--- config.mk ---
export PLATFORM = sky130hd
export DESIGN_NAME = accum_step_fifo
export DESIGN_NICKNAME = d
export VERILOG_FILES = /design/src/rtl/accum_step_fifo.sv
export SDC_FILE = /design/constraint.sdc
export NUM_CORES = 1
export LEC_CHECK = 0
export BUFFER_PORTS_ARGS = -buffer_cell sky130_fd_sc_hd__buf_2
export CAP_MARGIN = 20
export CORE_UTILIZATION = 40
export DETAILED_ROUTE_END_ITERATION = 6
export PLACE_DENSITY = 0.69
export SLEW_MARGIN = 20
export SYNTH_ARGS = -nofsm -noshare
export SYNTH_HDL_FRONTEND = slang
export SYNTH_SLANG_ARGS = --single-unit
export TNS_END_PERCENT = 5
--- constraint.sdc ---
create_clock -name clk -period 4.65 [get_ports clk]
set_clock_uncertainty 0.15 [all_clocks]
set_input_delay 0 -clock clk [delete_from_list [all_inputs] [get_ports clk]]
set_output_delay 0 -clock clk [all_outputs]
set_load 0.05 [all_outputs]
--- src/rtl/accum_step_fifo.sv ---
// Step-value FIFO feeding a 4-bit up accumulator: buffers producer steps and
// emits exactly one step (or a zero no-op) per cycle, with occupancy and overflow status.
module accum_step_fifo #(
    parameter int WIDTH = 4,
    parameter int DEPTH = 4,
    localparam int AW = $clog2(DEPTH)
) (
    input  logic             clk,
    input  logic             clear_n,
    input  logic             in_valid,
    input  logic [WIDTH-1:0] in_data,
    output logic             in_ready,
    input  logic             pop_en,
    output logic [WIDTH-1:0] step,
    output logic             step_valid,
    output logic [AW:0]      level,
    output logic             full,
    output logic             empty,
    output logic             ovf,
    input  logic             ovf_clr
);

    localparam logic [AW:0] PTR_ONE  = {{AW{1'b0}}, 1'b1};
    localparam logic [AW:0] LVL_FULL = {1'b1, {AW{1'b0}}};

    logic [WIDTH-1:0] r_mem [DEPTH];
    logic [AW:0]      r_wp;
    logic [AW:0]      r_rp;
    logic [WIDTH-1:0] r_step;
    logic             r_step_valid;
    logic             r_ovf;

    logic [AW:0]      w_level;
    logic             w_full;
    logic             w_empty;
    logic             w_push;
    logic             w_pop;

    // Pointers carry a wrap bit, so full and empty differ only in that bit.
    assign w_level = r_wp - r_rp;
    assign w_full  = (w_level == LVL_FULL);
    assign w_empty = (w_level == '0);
    assign w_push  = in_valid && !w_full;
    assign w_pop   = pop_en && !w_empty;

    assign in_ready   = !w_full;
    assign level      = w_level;
    assign full       = w_full;
    assign empty      = w_empty;
    assign step       = r_step;
    assign step_valid = r_step_valid;
    assign ovf        = r_ovf;

    always_ff @(posedge clk) begin
        if (w_push) begin
            r_mem[r_wp[AW-1:0]] <= in_data;
        end
    end

    always_ff @(posedge clk or negedge clear_n) begin
        if (!clear_n) begin
            r_wp         <= '0;
            r_rp         <= '0;
            r_step       <= '0;
            r_step_valid <= 1'b0;
            r_ovf        <= 1'b0;
        end else begin
            if (w_push) begin
                r_wp <= r_wp + PTR_ONE;
            end
            // Idle cycles present zero so the accumulator's add becomes a no-op.
            if (w_pop) begin
                r_step       <= r_mem[r_rp[AW-1:0]];
                r_step_valid <= 1'b1;
                r_rp         <= r_rp + PTR_ONE;
            end else begin
                r_step       <= '0;
                r_step_valid <= 1'b0;
            end
            if (in_valid && w_full) begin
                r_ovf <= 1'b1;
            end else if (ovf_clr) begin
                r_ovf <= 1'b0;
            end
        end
    end

endmodule

* After elaboration in Yosys (flattened, before gate mapping)
Memories as Yosys holds them, arrays and structs flattened.
Cells that the tools add are included.
** Word-level totals
- Output and inout bits :: 12
- Input port bits :: 9
- Memories :: 1
- RAM bits :: 16
- Word-level logic and storage cells :: 23
- Bits in registers :: 12
** Memories
- r_mem :: words 4, width 4, read ports 1, clocked after Yosys merged registers in 0, write ports 1, RTL line 26 : logic [WIDTH-1:0] r_mem [DEPTH];
** Cells by class
- Equal/unequal tests :: 1
- Muxes and demuxes :: 6
- Reductions and logical operators :: 7
- $add $sub $neg :: 3
** Operator list (number)
- 3-bit by 1-bit adder with 3-bit output (second input constant) :: 2
- 1-bit 2-to-1 mux :: 5
- 4-bit 2-to-1 mux :: 1
- 3-bit equality test (second input constant) :: 1
- 1-bit logical AND :: 3
- 3-bit zero test :: 1
- 3-bit subtractor :: 1
- 1-bit zero test :: 2
- 2-bit nonzero test :: 1

* Logic depth before layout (Yosys ltp)
Gate-level depths: netlist of run 1.
- Depth after elaboration :: 6
- Mapped depth :: 6
- Gate-level depth less buffers :: 6

* Least setup slack after synthesis of run 1
No wires, ideal clock.
- Path type :: reg2reg
- Start :: register r_wp[0]
- End :: memory r_mem[0][0], enable pin
- Period minus slack after synthesis :: 3.169 ns
- Stages on the path, launching flop included :: 7
- Required time :: 4.240 ns
- Buffers on the path :: 0
- Library setup time :: 0.260 ns
- Arrival time :: 2.759 ns
- Setup slack :: 1.481 ns
- Cell sequence :: dfrtp_1 -> inv_1 -> ha_1 -> fa_1 -> xor3_2 -> nand3_1 -> and3_1
** On the way
- Longest elaborated chain between the ends :: 6
** Ends and longest elaborated chain
- from (decl) :: RTL line 27 : logic [AW:0] r_wp;
- from (signal assigned) :: RTL line 69 : r_wp <= r_wp + PTR_ONE;
- 3-bit subtractor :: RTL line 40 : assign w_level = r_wp - r_rp;
- named net level[2] :: RTL line 16 : output logic [AW:0] level,
- 3-bit equality test :: RTL line 41 : assign w_full = (w_level == LVL_FULL);
- 1-bit zero test
- named net in_ready :: RTL line 12 : output logic in_ready,
- 1-bit logical AND :: RTL line 43 : assign w_push = in_valid && !w_full;
- 1-bit 2-to-1 mux :: RTL line 55 : if (w_push) begin
- 1-bit 2-to-1 mux (not written as such) :: RTL line 56 : r_mem[r_wp[AW-1:0]] <= in_data;
- to (decl) :: RTL line 26
The timed path passes the listed nets, and every way through them passes these cells.

* Worst setup path in the final report of run 1
- Start :: register r_rp[0]
- End :: register r_ovf, in the netlist ovf
** On the way
- Longest elaborated chain between the ends :: 4
- Elaborated cells between the ends (all ways) :: 5
- Classes of those cells :: add/sub (1); eq/ne (1); mux (1); reduce/logical (2)
** Ends and longest elaborated chain
- from (decl) :: RTL line 28 : logic [AW:0] r_rp;
- from (signal assigned) :: RTL line 75 : r_rp <= r_rp + PTR_ONE;
- 3-bit subtractor * :: RTL line 40
- 3-bit equality test * :: RTL line 41
- 1-bit logical AND * :: RTL line 80 : if (in_valid && w_full) begin
- 1-bit 2-to-1 mux or 2-bit nonzero test (tied branches)
- to (signal assigned) :: RTL line 66 : r_ovf <= 1'b0;
- to (signal assigned) :: RTL line 81 : r_ovf <= 1'b1;
- to (signal assigned) :: RTL line 83 : r_ovf <= 1'b0;
- to (decl) :: RTL line 31 : logic r_ovf;
Mark *: on every way between the ends. The rest lies on a longest branch, timed or not.
A chain may end at the register's enable or synchronous reset.

==> results by group, run 1 <==
Run status
  – Run status: complete, but fails checks
  – Failing checks: DRC

Floorplanning
  – Die Width: around 57 um
  – Floorplan Core Area: 0.00283 sq mm
  – # IOs: 21
  – Initial Utilization: 43.3%
  – Die Area: roughly 0.0033 sq mm
  – FP Rows: 19
  – Die Y: 57.4 um

Logic synthesis
  – Synth top area share: 39.2%
  – Yosys warnings: 0
  – Syn avg cell area: 16.1 sq um
  – Count of cell types in the netlist: 23
  – Synthesized instance count: 76
  – Syn_nets: 92
  – FF+latch count, synth: 28
  – Register area share after synthesis: 63.7%
  – Synth area leader: edfxtp_1
  – Most area-consuming cells after synthesis: edfxtp_1 39%, dfrtp_1 24%, mux4_2 7.3%
  – Synth Cell Area: 0.00123 sq mm

Timing
  – Final setup fails: 0
  – TNS Setup: 0 ns
  – RSZ-0062 raised after global routing: no
  – Minimum clock period: 2.91 ns
  – Fin. max-slew vios: 0
  – Fmax: 344 MHz
  – Final hold vios: 0
  – Slew @ Worst Pin: 0.518 ns
  – Slew HR: 65.4%
  – Tcrit/Tclk final: 62.5%
  – Final Hold Slack: 0.281 ns

Setup path
  – Slowest cell delay on critical path: 0.57 ns
  – Cells along the critical path: ha_1 -> fa_1 -> xor3_2 -> nand3_1 -> o22ai_1 -> dlygate4sd3_1
  – Req. time, crit path: 4.77 ns
  – CP max FO: 7
  – CP max-delay cell: dlygate4sd3_1
  – Critical path type: register to register
  – Startpoint types: register
  – WP data arrival: 3.02 ns
  – Crit path capture type: register

Final layout
  – Post-layout instance count excluding filler cells: 140
  – Antenna cells: 0
  – Nets@finish: 126
  – Commonest non-fill, non-tap cell in the layout: buf_2
  – Synth-to-layout area growth: 23.5%
  – Share of layout cells above drive strength 1: 31.2%
  – Filler cell count: 241
  – Commonest cells after routing, fill and taps aside: 20 x buf_2, 16 x edfxtp_1, 12 x dfrtp_1

Placement
  – I/O Buffers: 20
  – RD Place Congestion: 0.829
  – HPWL Detailed: ~1400 um
  – Placed Cells: between 100 and 150

Drt
  – Final ANT Viol Nets: 0
  – Post-DR vias/cell: 4.89
  – Iter 0 DRT Violations: 15
  – DRC: 3
  – Final wirelength: 1840 um
  – Routed length per instance: ~13 um
  – 1st-pass router iterations: 6
  – Vias after detailed routing: 685

Clocking
  – CTS Sinks: 28
  – Root Driver: clkbuf_4
  – CTS Buffer Depth: 2
  – CTS resizes: 0
  – CTS H-tree depth: 1
  – CTS tree: built
  – CTS Buf Count: 3
  – Setup bufs post-CTS: 0
  – Clock Latency Late Sink: between 0.3 and 0.4 ns
  – Clock-pin transition on the worst setup and hold timing paths: between 0.1 and 0.15 ns

Min path
  – Worst Hold Class: input pin to register

GRT
  – Vias in the first global route: 667
  – Grt total ovfl: 0
  – First-pass GRT wire length: 3190 um
  – Initial antenna violation count: 0
  – Pin count of the biggest net entering global routing: 17
  – GRT Overall Usage: 13.0%

Run
  – Max-cap violations: 0
[metrics by stage]
stage / setup WS [ns] / utilization (%) / cell area, sq um
after floorplan: 1.48 / - / 1230
after global placement: 2.08 / 48.1 / 1360
after detailed placement: 2.01 / 48.1 / 1360
after CTS: 1.74 / 53.5 / 1510
after global routing: 1.61 / 53.5 / 1510
final: 1.74 / 53.5 / 1510
[registers in the layout (all words and copies together), names as in the netlist]
signal and cells:
r_rp 3, step 4, r_wp 3, step_valid 1, r_mem 16, ovf 1
[cell type report]
cell class	count	area (sq um)	share of cell area, %
clock buffer	3	22.5	1.49
clock inverter	1	30.0	1.98
inverter	8	30.0	1.98
multi-input combinational	39	412	27.2
sequential	28	781	51.6
tap	31	38.8	2.56
timing repair buffer	30	200	13.2
[layer usage]
metal | global-route usage (%) | share of wire, %
met5 | 0 | 0
met4 | 2.09 | 1.1
met3 | 4.76 | 3.9
met2 | 19.4 | 47
met1 | 18.7 | 48
[cells by family after synthesis]
kind of cell / after synthesis / synth area share [%]
flops: 28 / 63.7
simple gates: 13 / 5.71
buf+inv: 9 / 2.75
mux: 8 / 11.3
fa+ha+maj: 7 / 7.76
compound gates: 6 / 3.88
xor+xnor: 5 / 4.90
[cell usage after synthesis]
| cell | n |
|---|---|
| ha_1 | 6 |
| o22ai_1 | 1 |
| a21oi_1 | 1 |
| mux2_2 | 3 |
| xor3_2 | 1 |
| xnor2_1 | 3 |
| o21ai_4 | 1 |
| fa_1 | 1 |
| and3_1 | 4 |
| edfxtp_1 | 16 |
| mux2_4 | 1 |
| mux4_2 | 4 |
| clkbuf_1 | 1 |
| inv_1 | 8 |
| a31o_1 | 1 |
| nand2_1 | 3 |
| nor2b_1 | 4 |
| nand3_1 | 1 |
| o21ai_0 | 1 |
| a31oi_1 | 1 |
| dfrtp_1 | 12 |
| xor2_1 | 1 |
| nor2_1 | 1 |
[critical path, delay by kind of cell (launching register included)]
kind | cells | cell delay, ns
xor+xnor | 1 | 0.51
simple gates | 1 | 0.22
buf+inv | 1 | 0.57
fa+ha+maj | 2 | 0.69
compound gates | 1 | 0.19
flops | 1 | 0.53
[timing repair]
| action | CTS | global route |
|---|---|---|
| hold buffers | 10 | 0 |
| hold endpoints to repair | 38 | 0 |
| endpoints found under the setup margin | 0 | 0 |
[worst paths after layout]
path / from / slack, ns / cells after the start / endpoint
worst min register to register: r_wp[0]$_DFFE_PN0P_ / 0.40 / 1 / r_wp[0]$_DFFE_PN0P_
worst max-delay path: r_rp[0]$_DFFE_PN0P_ / 1.74 / 6 / ovf$_DFFE_PN0P_
worst max register to register: r_rp[0]$_DFFE_PN0P_ / 1.74 / 6 / ovf$_DFFE_PN0P_
worst min-delay path: in_data[0] / 0.28 / 2 / r_mem[1][0]$_DFFE_PP_
max in group asynchronous: clear_n / 3.47 / 3 / ovf$_DFFE_PN0P_
min in group asynchronous: clear_n / 0.53 / 3 / r_rp[2]$_DFFE_PN0P_
Power of run 1 is left out: the tool's default activity adds up to more than one toggle a clock period on the data nets, which glitch-free logic cannot reach.
==> run 2: changes to the inputs <==
--- a/config.mk
+++ b/config.mk
@@ -5,11 +5,12 @@
 export SDC_FILE = /design/constraint.sdc
 export NUM_CORES = 1
 export LEC_CHECK = 0
+export ABC_AREA = 1
 export BUFFER_PORTS_ARGS = -buffer_cell sky130_fd_sc_hd__buf_2
 export CAP_MARGIN = 20
 export CORE_UTILIZATION = 40
 export DETAILED_ROUTE_END_ITERATION = 6
-export PLACE_DENSITY = 0.69
+export PLACE_DENSITY = 0.71
 export SLEW_MARGIN = 20
 export SYNTH_ARGS = -nofsm -noshare
 export SYNTH_HDL_FRONTEND = slang
==> constraint.sdc (replaced) <==
create_clock -name clk -period 2.56 [get_ports clk]
set_clock_uncertainty 0.15 [all_clocks]
set_input_delay 0 -clock clk [delete_from_list [all_inputs] [get_ports clk]]
set_output_delay 0 -clock clk [all_outputs]
set_load 0.05 [all_outputs]
==> run 2 against run 1 <==
Net effect: the flow now finishes without violations; final cell count increased by 45%; register-to-register slack got worse by 1.6 ns; global-route usage rose by 2.6 points; setup slack worse by 1.6 ns; die area increased by 7.4%; via count increased by 38%; sequential share of layout area shrank 3.8 points; hold slack improved by 0.0030 ns; utilization down 0.85 points; count of clock-buffer cells in the layout is the same; cell area grew 7.9%.
==> results by group, run 2 <==
Logic synthesis
  – Synth Cell Area: 0.00132 sq mm
  – Yosys warnings: 0
  – Synth top area share: 36.4%
  – Synthesized instance count: ~130
  – Syn_nets: 142
  – Main synth FF type: edfxtp_1
  – FF+latch count, synth: 28
  – Count of cell types in the netlist: 17
  – Syn avg cell area: 10.5 sq um
  – Count leader, synth: inv_1
  – Most area-consuming cells after synthesis: edfxtp_1 36%, dfrtp_1 23%, inv_1 6.0%
  – Synth top cells by count: 21 x inv_1, 19 x nor2_1, 18 x nand2_1
  – Synth area leader: edfxtp_1
  – Post-synth EDFFs: 16
  – Register area share after synthesis: 59.1%
  – Async set-reset flop share out of synthesis: 42.9%

Floorplanning
  – FP Rows: 20
  – Initial Utilization: 42.5%
  – # IOs: 21
  – Die Width: 59.4 um
  – Die Y: 59.4 um
  – Floorplan Core Area: 0.00310 sq mm
  – Die Area: approximately 0.0035 sq mm

Clocking
  – CTS Sinks: 28
  – CTS H-tree depth: 1
  – CTS tree: built
  – Root Driver: clkbuf_4
  – CTS Buffer Depth: 2
  – Clock Latency Late Sink: 0.33 ns
  – Clock-pin transition on the worst setup and hold timing paths: 0.16 ns
  – Setup bufs post-CTS: 0
  – CTS Buf Count: 3

GRT
  – Pin count of the biggest net entering global routing: 17
  – Initial antenna violation count: 0
  – Vias in the first global route: ~900
  – GRT Overall Usage: between 15 and 20%
  – Grt total ovfl: 0
  – First-pass GRT wire length: roughly 4000 um

Timing
  – Minimum clock period: 2.42 ns
  – Fin. max-slew vios: 0
  – Tcrit/Tclk final: 94.4%
  – TNS Setup: 0 ns
  – Final hold vios: 0
  – Slew HR: a little under two thirds
  – Final setup fails: 0
  – Slew @ Worst Pin: between 0.5 and 0.6 ns
  – Fmax: about 410 MHz
  – RSZ-0062 raised after global routing: no

Setup path
  – Req. time, crit path: about 2.7 ns
  – CP max FO: 7
  – CP max-delay cell: dlygate4sd3_1
  – Kind of cell adding the most delay to the critical path: buffers and inverters
  – Worst path bufs/invs: 3
  – Critical path type: register to register
  – Crit path capture type: register
  – Slowest cell delay on critical path: 0.55 ns
  – FF-to-FF path depth: 8
  – Worst flop-to-flop path startpoint: r_wp[0]$_DFFE_PN0P_
  – FF-to-FF setup slack: 0.14 ns
  – Cells along the critical path: inv_2 -> ha_1 -> fa_1 -> inv_1 -> nand3_1 -> nand3_4 -> o22ai_2 -> dlygate4sd3_1
  – FF-to-FF End: ovf$_DFFE_PN0P_
  – Startpoint types: register
  – WP data arrival: 2.50 ns

Run status
  – Run status: complete, no violations

Min path
  – Worst Hold Launch: in_data[1]
  – Worst Hold End: r_mem[1][1]$_DFFE_PP_
  – Worst Hold Class: input pin to register
  – Hold path cells: 2

Placement
  – Placed Cells: 189
  – RD Place Congestion: 0.766
  – HPWL Detailed: 1900 um
  – I/O Buffers: 20
  – Post-placement cell area: 0.00147 sq mm

Final layout
  – Commonest cells after routing, fill and taps aside: 20 x buf_2, 19 x inv_1, 18 x nand2_1, 18 x nor2_1, 16 x edfxtp_1
  – Share of layout cells above drive strength 1: 23.9%
  – Max reg flops: 16
  – Filler cell count: 278
  – Fin util: 52.7%
  – Post-layout instance count excluding filler cells: 203
  – Nets@finish: roughly 180
  – Commonest non-fill, non-tap cell in the layout: buf_2
  – Cell area after layout: around 0.0016 sq mm
  – Synth-to-layout area growth: 23.8%
  – Antenna cells: 0

Run
  – Max-cap violations: 0

Drt
  – DRC: 0
  – Routed length per instance: 12.7 um
  – Iter 0 DRT Violations: 26
  – Post-DR vias/cell: 4.64
  – 1st-pass router iterations: 4
  – Vias after detailed routing: 942
  – Final ANT Viol Nets: 0
  – Final wirelength: 2580 um
[run 2: changes by cell type in the layout (fill, tap and decap cells not counted), sizes merged, moves of 10 or more]
cell   change
nand2     +17
nand3     +11
nor2      +19
o21ai     +10
inv       +14
[run 2: how the worst max path moves through the flow]
stage / startpoint / endpoint / slack [ns] / cells past startpoint
after floorplan: r_wp[0]$_DFFE_PN0P_ / r_mem[0][0]$_DFFE_PP_ / 0.26 / 8
after global routing: r_wp[0]$_DFFE_PN0P_ / ovf$_DFFE_PN0P_ / 0.002 / 8
after detailed placement: r_wp[0]$_DFFE_PN0P_ / r_mem[1][1]$_DFFE_PP_ / 0.17 / 8
final: r_wp[0]$_DFFE_PN0P_ / ovf$_DFFE_PN0P_ / 0.14 / 8
after global placement: r_wp[0]$_DFFE_PN0P_ / r_mem[1][3]$_DFFE_PP_ / 0.30 / 8
after CTS: r_wp[0]$_DFFE_PN0P_ / ovf$_DFFE_PN0P_ / 0.04 / 8
[run 2: final cells by class]
cell class	instances	area, sq um	area share, %
sequential	28	781	47.8
multi-input combinational	74	455	27.9
timing repair buffer	31	208	12.7
inverter	22	82.6	5.05
tap	44	55.1	3.37
clock inverter	1	30.0	1.84
clock buffer	3	22.5	1.38
[run 2: kinds of logic after synthesis]
group | Yosys count | synth area share (%)
xor gates and xnor gates | 2 | 1.33
AOI/OAI and AO/OA | 13 | 5.02
DFF | 28 | 59.1
buffers and inverters | 24 | 7.01
adders and majority gates | 7 | 7.20
and+or+nand+nor | 52 | 20.3
[run 2: metal layers]
layer | up-vias | GRT usage, % | share of wire (%)
met5 | - | 0 | 0
met4 | 0 | 7.14 | 1.0
met3 | 2 | 0.655 | 2.4
met2 | 20 | 29.4 | 54
met1 | 453 | 18.1 | 43
li1 | 467 | - | -
[run 2: per-stage QoR]
step	hold WS, ns	setup WS, ns
finish	0.284	0.143
global route	0.281	0.00191
CTS	0.278	0.0448
detailed placement	-0.258	0.173
global placement	-0.260	0.303
floorplan	-0.446	0.262
[run 2: worst register-to-register path, stage by stage, from the launching register on]
cell and delay [ns]:
dfrtp_1 0.44, inv_2 0.08, ha_1 0.21, fa_1 0.44, inv_1 0.12, nand3_1 0.13, nand3_4 0.13, o22ai_2 0.07
dlygate4sd3_1 0.55
[run 2: what timing repair did]
| action | in CTS | in global routing |
|---|---|---|
| hold buffers | 10 | 0 |
| hold endpoints to repair | 40 | 0 |
| endpoints found under the setup margin | 0 | 7 |
| gates resized for setup | 0 | 4 |
Power of run 2 is left out for the same reason.
==> run 3: changes to the inputs <==
--- a/config.mk
+++ b/config.mk
@@ -8,9 +8,9 @@
 export ABC_AREA = 1
 export BUFFER_PORTS_ARGS = -buffer_cell sky130_fd_sc_hd__buf_2
 export CAP_MARGIN = 20
-export CORE_UTILIZATION = 40
+export CORE_UTILIZATION = 49
 export DETAILED_ROUTE_END_ITERATION = 6
-export PLACE_DENSITY = 0.71
+export PLACE_DENSITY = 0.82
 export SLEW_MARGIN = 20
 export SYNTH_ARGS = -nofsm -noshare
 export SYNTH_HDL_FRONTEND = slang
==> run 3 against run 2 <==
Net effect: via count increased by 1.8%; setup slack got worse by 0.047 ns; hold slack got worse by 0.0024 ns.
==> results by group, run 3 (synthesis gave the netlist of run 2 again) <==
Setup path
  – FF-to-FF End: ovf$_DFFE_PN0P_
  – Cells along the critical path: inv_1 -> ha_1 -> fa_1 -> nand2_1 -> inv_1 -> nand3_4 -> o22ai_1 -> dlygate4sd3_1
  – Worst flop-to-flop path startpoint: r_wp[0]$_DFFE_PN0P_
  – Kind of cell adding the most delay to the critical path: buffers and inverters
  – Req. time, crit path: 2.69 ns
  – FF-to-FF path depth: 8
  – Crit path capture type: register
  – FF-to-FF setup slack: around 0.096 ns
  – WP data arrival: 2.59 ns
  – Worst path bufs/invs: 3
  – Crit. Startpoint: r_wp[0]$_DFFE_PN0P_
  – Startpoint types: register
  – Critical path type: register to register
  – CP max FO: 7
  – Most used cell, CP: inv_1
  – Slowest cell delay on critical path: 0.56 ns
  – CP max-delay cell: dlygate4sd3_1

Timing
  – Fmax: 406 MHz
  – Slew @ Worst Pin: between 0.5 and 0.6 ns
  – Slew HR: 62.8%
  – Tcrit/Tclk final: 96.3%
  – Final hold vios: 0
  – Final setup fails: 0
  – Fin. max-slew vios: 0
  – Minimum clock period: about 2.5 ns

Min path
  – Worst Hold Class: input pin to register
  – Worst Hold Launch: in_data[1]
  – Worst Hold End: r_mem[1][1]$_DFFE_PP_
  – Hold path cells: 2

Placement
  – Placed Cells: 175
  – HPWL Detailed: 1800 um
  – I/O Buffers: 20
  – RD Place Congestion: 0.785

GRT
  – Initial antenna violation count: 0
  – Vias in the first global route: 858
  – Grt total ovfl: 0
  – GRT Overall Usage: roughly 20%
  – First-pass GRT wire length: roughly 4000 um
  – Pin count of the biggest net entering global routing: 17

Final layout
  – Nets@finish: about 180
  – Synth-to-layout area growth: 22.4%
  – Share of layout cells above drive strength 1: 21.9%
  – Commonest cells after routing, fill and taps aside: 21 x inv_1, 20 x buf_2, 19 x nor2_1
  – Antenna cells: 0
  – Commonest non-fill, non-tap cell in the layout: inv_1
  – Post-layout instance count excluding filler cells: 190
  – Max reg flops: 16

Clocking
  – CTS Buf Count: 3
  – Root Driver: clkbuf_4
  – Clock Latency Late Sink: around 0.32 ns
  – Clock-pin transition on the worst setup and hold timing paths: 0.15 ns
  – CTS Buffer Depth: 2
  – CTS resizes: 0
  – CTS H-tree depth: 1
  – CTS tree: built
  – CTS Sinks: 28

Run status
  – Run status: complete, no violations

Drt
  – 1st-pass router iterations: 4
  – Final wirelength: 2400 um
  – Final ANT Viol Nets: 0
  – Post-DR vias/cell: 5.05
  – Iter 0 DRT Violations: 24
  – Vias after detailed routing: around 960
  – DRC: 0
  – Routed length per instance: 12.7 um

Floorplanning
  – Die Area: about 0.0029 sq mm
  – Initial Utilization: between 50 and 60%
  – FP Rows: 18
  – Die Width: 53.9 um
  – # IOs: 21
  – Die Y: 53.9 um
  – Floorplan Core Area: 0.00252 sq mm

Run
  – Max-cap violations: 0
## run 3: cell types whose count changed in the layout (fill, tap and decap cells not counted), sizes merged
cell and change:
buf +1
## run 3: timing repair
action                     4_1_cts  5_1_grt
setup buffers                    0        1
hold endpoints to repair        40        0
hold buffers                    10        0
setup endpoints to repair        0        1
## run 3: worst max path at each step
stage	slack, ns	to	depth (start not counted)
finish	0.1	ovf$_DFFE_PN0P_	8
global route	-0.003	ovf$_DFFE_PN0P_	8
CTS	0.10	ovf$_DFFE_PN0P_	8
detailed placement	0.16	r_mem[0][2]$_DFFE_PP_	8
global placement	0.30	r_mem[1][1]$_DFFE_PP_	8
floorplan	0.26	r_mem[0][0]$_DFFE_PP_	8
## run 3: per-stage QoR
step / setup TNS, ns / area [sq um] / worst slack [ns] / hold WS (ns) / utilization, %
CTS: 0 / 1610 / 0.100 / 0.268 / 63.7
detailed placement: 0 / 1460 / 0.164 / -0.256 / 57.7
global route: -0.00314 / 1620 / -0.00314 / 0.280 / 64.0
floorplan: 0 / 1320 / 0.262 / -0.446 / -
global placement: 0 / 1460 / 0.304 / -0.264 / 57.7
finish: 0 / 1620 / 0.0957 / 0.282 / 64.0
## run 3: worst reg2reg max path: cells and delay by family (launching register included)
family          cells  cell delay (ns)
buf+inv             3             0.82
compound gates      1             0.12
flops               1             0.42
fa+ha+maj           2             0.72
simple gates        2             0.21
## run 3: routing by layer
| metal | wire [um] | track usage (%) | vias to the layer above | part of all wire [%] |
|---|---|---|---|---|
| met5 | 0 | 0 | - | 0 |
| met4 | 35 | 6.58 | 0 | 1.5 |
| met3 | 84 | 5.08 | 4 | 3.5 |
| li1 | - | - | 471 | - |
| met2 | 1250 | 34.8 | 34 | 52 |
| met1 | 1030 | 24.3 | 450 | 43 |
## run 3: layout make-up
class | instances | area (sq um)
multi-input cells | 74 | 447
repair buffers | 32 | 215
clock buffers | 3 | 22.5
fillers | 198 | 907
flip-flops and latches | 28 | 781
clock inverters | 1 | 30.0
well taps | 30 | 37.5
inverters | 22 | 82.6
Power of run 3 is left out for the same reason.
